--- src/rtl/async_fifo_pkg.sv ---
// Shared definitions for the async FIFO pointer logic (write and read sides).
// Gray/binary helpers operate on up to 32-bit pointers.
package async_fifo_pkg;

   localparam int DEFAULT_ADDR_W = 9;
   localparam int DEPTH          = 2**DEFAULT_ADDR_W;

   function automatic logic [31:0] bin2gray(input logic [31:0] bin);
      return (bin >> 1) ^ bin;
   endfunction

   // Bit i of the result is the XOR of Gray bits w-1 down to i.
   function automatic logic [31:0] gray2bin(input logic [31:0] gray, input int unsigned w);
      logic [31:0] mask;
      logic [31:0] bin;
      mask = (w >= 32) ? '1 : ((32'd1 << w) - 32'd1);
      bin  = '0;
      for (int i = 0; i < 32; i++) begin
         bin[i] = ^((gray & mask) >> i);
      end
      return bin;
   endfunction

endpackage

--- src/rtl/gray2bin_conv.sv ---
// Combinational Gray-to-binary converter, shared by the write- and read-pointer blocks.
module gray2bin_conv #(
   parameter int W = 10
) (
   input  logic [W-1:0] gray_i,
   output logic [W-1:0] bin_o
);

   // Each binary bit is the XOR of all Gray bits at or above it.
   for (genvar i = 0; i < W; i++) begin : g_bit
      assign bin_o[i] = ^gray_i[W-1:i];
   end

endmodule

--- src/rtl/write_ptr_ctrl.sv ---
// Write-domain pointer and flag controller for the async FIFO: binary/Gray write
// pointer, full, programmable almost-full, occupancy count and sticky overflow.
module write_ptr_ctrl
   import async_fifo_pkg::*;
#(
   parameter int          ADDR_W    = DEFAULT_ADDR_W,
   parameter int unsigned AFULL_RST = 2**(ADDR_W-1)
) (
   input  logic              wclk,
   input  logic              wrst,
   input  logic              winc,
   input  logic [ADDR_W:0]   wq2_rptr,
   input  logic [ADDR_W:0]   afull_thresh,
   input  logic              afull_ld,
   input  logic              wovf_clr,
   output logic [ADDR_W-1:0] waddr,
   output logic              wen,
   output logic [ADDR_W:0]   wptr,
   output logic              wfull,
   output logic              walmost_full,
   output logic [ADDR_W:0]   wcount,
   output logic              wovf
);

   localparam int PW = ADDR_W + 1;

   logic [PW-1:0] bin_q;
   logic [PW-1:0] wptr_q;
   logic [PW-1:0] wcount_q;
   logic [PW-1:0] thr_q;
   logic          wfull_q;
   logic          walmost_full_q;
   logic          wovf_q;

   logic [PW-1:0] bin_d;
   logic [PW-1:0] gray_d;
   logic [PW-1:0] rbin;
   logic [PW-1:0] occ_d;
   logic [PW-1:0] full_ptr;
   logic          wfull_d;
   logic          walmost_full_d;

   gray2bin_conv #(.W(PW)) u_rptr_conv (
      .gray_i (wq2_rptr),
      .bin_o  (rbin)
   );

   assign wen   = winc & ~wfull_q & ~wrst;
   assign bin_d = bin_q + PW'(wen);

   logic [31:0] gray_wide;
   assign gray_wide = bin2gray(32'(bin_d));
   assign gray_d    = gray_wide[PW-1:0];

   // Full when the write pointer is exactly one lap ahead of the read pointer:
   // in Gray code that is the top two bits inverted, the rest equal.
   assign full_ptr = {~wq2_rptr[ADDR_W:ADDR_W-1], wq2_rptr[ADDR_W-2:0]};
   assign wfull_d  = (gray_d == full_ptr);

   assign occ_d          = bin_d - rbin;
   assign walmost_full_d = (thr_q != '0) && (occ_d >= thr_q);

   always_ff @(posedge wclk) begin
      if (wrst) begin
         bin_q          <= '0;
         wptr_q         <= '0;
         wfull_q        <= 1'b0;
         walmost_full_q <= 1'b0;
         wcount_q       <= '0;
         wovf_q         <= 1'b0;
         thr_q          <= PW'(AFULL_RST);
      end else begin
         bin_q          <= bin_d;
         wptr_q         <= gray_d;
         wfull_q        <= wfull_d;
         walmost_full_q <= walmost_full_d;
         wcount_q       <= occ_d;
         if (afull_ld) begin
            thr_q <= afull_thresh;
         end
         // A rejected write in the same cycle as a clear keeps the error visible.
         if (winc && wfull_q) begin
            wovf_q <= 1'b1;
         end else if (wovf_clr) begin
            wovf_q <= 1'b0;
         end
      end
   end

   assign waddr        = bin_q[ADDR_W-1:0];
   assign wptr         = wptr_q;
   assign wfull        = wfull_q;
   assign walmost_full = walmost_full_q;
   assign wcount       = wcount_q;
   assign wovf         = wovf_q;

endmodule

--- config.mk ---
export PLATFORM = sky130hd
export DESIGN_NAME = write_ptr_ctrl
export DESIGN_NICKNAME = d
export VERILOG_FILES = /design/src/rtl/async_fifo_pkg.sv /design/src/rtl/gray2bin_conv.sv /design/src/rtl/write_ptr_ctrl.sv
export SDC_FILE = /design/constraint.sdc
export NUM_CORES = 1
export LEC_CHECK = 0
export ABC_CLOCK_PERIOD_IN_PS = 4700
export CAP_MARGIN = 20
export CORE_MARGIN = 3
export CORE_UTILIZATION = 46
export DETAILED_ROUTE_END_ITERATION = 7
export GPL_ROUTABILITY_DRIVEN = 0
export PLACE_DENSITY = 0.89
export SKIP_CTS_REPAIR_TIMING = 1
export SYNTH_ARGS = -nofsm -noshare
export SYNTH_HDL_FRONTEND = slang
export SYNTH_SLANG_ARGS = --single-unit
export TNS_END_PERCENT = 1
--- constraint.sdc ---
create_clock -name wclk -period 4.7 [get_ports wclk]
set_clock_uncertainty 0.2 [all_clocks]
set_input_delay 0.705 -clock wclk [delete_from_list [all_inputs] [get_ports wclk]]
set_output_delay 0.705 -clock wclk [all_outputs]
set_load 0.05 [all_outputs]
==> summary.md <==
| Metric | Value |
|---|---|
| Status | finished, final reports clean |
| Crit Path Max Fanout | 2 |
| H-tree levels | 2 |
| DR pass1 iterations | 4 |
| Final worst path period share | 0.975 |
| P per Cell Area | 348 nW/µm² |
| Root Driver | clkbuf_8 |
| Row count | 26 |
| Gr usage total | 0.189 |
| RR Startpoint | wfull$_SDFF_PP0_ |
| EDFF count, synth | 0 |
| N_diodes | 0 |
| Vias in the first global route | 2201 |
| Commonest cells after routing, fill and taps aside | clkdlybuf4s50_1 (51), dfxtp_1 (42), nor2_1 (39) |
| Fillers | 406 |
| DIE WIDTH | 80.9 µm |
| Layout cell share with drive strength beyond 1 | 0.158 |
| Fraction of registers with async set/reset | 0 |
| Ys flop type | dfxtp_1 |
| Initial core utilization | 0.490 |
| Initial antenna violation count | 0 |
| DRT iter0 DRCs | 195 |
| Cell count after synthesis | 286 |
| Hold path start | wovf$_SDFFE_PP0P_ |
| # clock sinks | 42 |
| Worst IR drop on VDD | 260 µV |
| Slew headroom | 0.611 |
| Die height | 80.9 µm |
| Area delta synth->final | 36.5% |
| Final Setup Violations | 0 |
| P_leak | 1.57 nW |
| Pwr Total | 0.00123 W |
| Clk_lat worst skew | 0.29 ns |
| R2R Setup Slk | 1.00 ns |
| Slew Limit Fails | 0 |
| Final wirelength | 6.20 mm |
| Setup ws final | 0.116 ns |
| Crit start category | input port |
| Critical path class | input port to register |
| Total grt overflow | 0 |
| Routed via count | 2263 |
| PortBufs | 57 |
| Wire per inst | 14.2 µm |
| # nets final | 411 |
| Synth unique cells | 48 |
| Fmax | 218 MHz |
| Commonest non-fill, non-tap cell in the layout | clkdlybuf4s50_1 |
| Clk slew on worst S/H paths | 0.08 ns |
| Synth Net Count | 330 |
| ANT nets after route | 0 |
| Place WS | -0.419 ns |
| Largest net degree at the start of global routing | 36 |
| Hold Slack | 0.274 ns |
| Final min period | 4.58 ns |
| Final hold vios | 0 |
| Register area share after synthesis | 0.326 |
| Core ar. | 5270 µm² |
| Max-cap violations | 0 |
| WP data arrival | 4.57 ns |
| Avg Cell Area, Syn | 9.03 µm² |
| Synth warnings | 0 |
| Io pins | 58 |
| Clk buf depth | 2 |
| Area of the mapped netlist | 2580 µm² |
| DRC | 0 |
| Detail Placement HPWL | 4.61 mm |
| Fin area | 3520 µm² |
| TritonCTS Buffers | 5 |
| Vias per cell | 5.17 |
| CTS tree | done |
| Die ar. | 6550 µm² |
| First-pass GRT wire length | 9.61 mm |
| Setup crit start | wq2_rptr[8] |
| Placed cell areas | 3390 µm² |
| Hold WC Path Type | register to register |
| CP Data Required Time | 4.69 ns |
| Worst-Margin Slew | 0.582 ns |
| Critical path endpoint category | register |
| Flops & latches, synth | 42 |
## logic make-up (layout without fill, tap and decap cells)
| logic type | after synthesis | count (layout) | synth area share |
|---|---|---|---|
| DFF | 42 | 42 | 0.326 |
| xor gates and xnor gates | 46 | 46 | 0.191 |
| AOI/OAI and AO/OA | 41 | 41 | 0.109 |
| buffers and inverters | 33 | 115 | 0.0586 |
| adders and majority gates | 19 | 19 | 0.0950 |
| muxes | 11 | 11 | 0.0446 |
| and+or+nand+nor | 94 | 94 | 0.175 |
## critical path: stages
cell,delay (ns)
dlymetal6s2s_1,0.14
xnor3_2,0.40
xor3_2,0.43
xnor3_2,0.28
xnor2_2,0.20
xor2_1,0.21
ha_2,0.24
inv_1,0.06
a21oi_2,0.16
nand2_1,0.09
nand3_1,0.12
nor2_1,0.08
o41ai_4,0.34
o22ai_2,0.15
mux2i_1,0.21
a21oi_1,0.07
ha_1,0.31
and2_1,0.16
o21ai_1,0.11
o21ai_1,0.07
## Yosys cell counts (3+ instances only)
library cell,n,share of area
a31oi_1,3,0.0073
buf_6,3,0.013
inv_1,24,0.035
xor2_1,16,0.054
a21o_1,6,0.017
nand2_1,16,0.023
o21ai_0,9,0.017
xnor2_1,24,0.081
dfxtp_1,42,0.33
a21oi_1,11,0.021
nand3_1,10,0.019
nand2b_1,5,0.012
mux2i_1,10,0.039
and2_1,9,0.022
nor2_1,39,0.057
clkbuf_1,3,0.0044
ha_1,18,0.087
## power by group
part	internal (W)	switching [W]
clock network	0.000118	0.000117
registers	0.000389	0.0000117
logic	0.000276	0.000316
## registers in the layout, summed over array words and instances (netlist names)
name	cells
wovf	1
wptr	9
wfull	1
bin_q	10
walmost_full	1
wcount	10
thr_q	10
## final timing paths
kind                                                 to  depth (start not counted)
worst min register to register        wovf$_SDFFE_PP0P_                          2
worst min-delay path                  wovf$_SDFFE_PP0P_                          2
worst max-delay path            walmost_full$_SDFF_PP0_                         20
worst max register to register  walmost_full$_SDFF_PP0_                         15
## routing by layer
metal	global-route usage	share of wire	vias up
met5	0	0	-
met4	0.0591	0.016	0
met3	0.0322	0.061	10
met2	0.356	0.53	87
met1	0.215	0.39	1050
li1	-	-	1116
## stage by stage
| step | utilization | TNS [ns] | instances |
|---|---|---|---|
| final | 0.669 | 0 | 438 |
| after global routing | 0.669 | -0.0502 | 438 |
| after CTS | 0.660 | -0.122 | 438 |
| after detailed placement | 0.643 | -0.419 | 430 |
| after global placement | 0.643 | -0.312 | 430 |
| after floorplan | - | 0 | 286 |
## layout make-up
type                    instances  area, µm²  area share
flip-flops and latches         42        841       0.239
repair buffers                 83        773       0.219
well taps                      70       87.6      0.0248
inverters                      24       90.1      0.0256
multi-input cells             211       1640       0.466
clock buffers                   7       86.3      0.0245
clock inverters                 1       5.00     0.00142
Power figures use the tool's default switching activity.
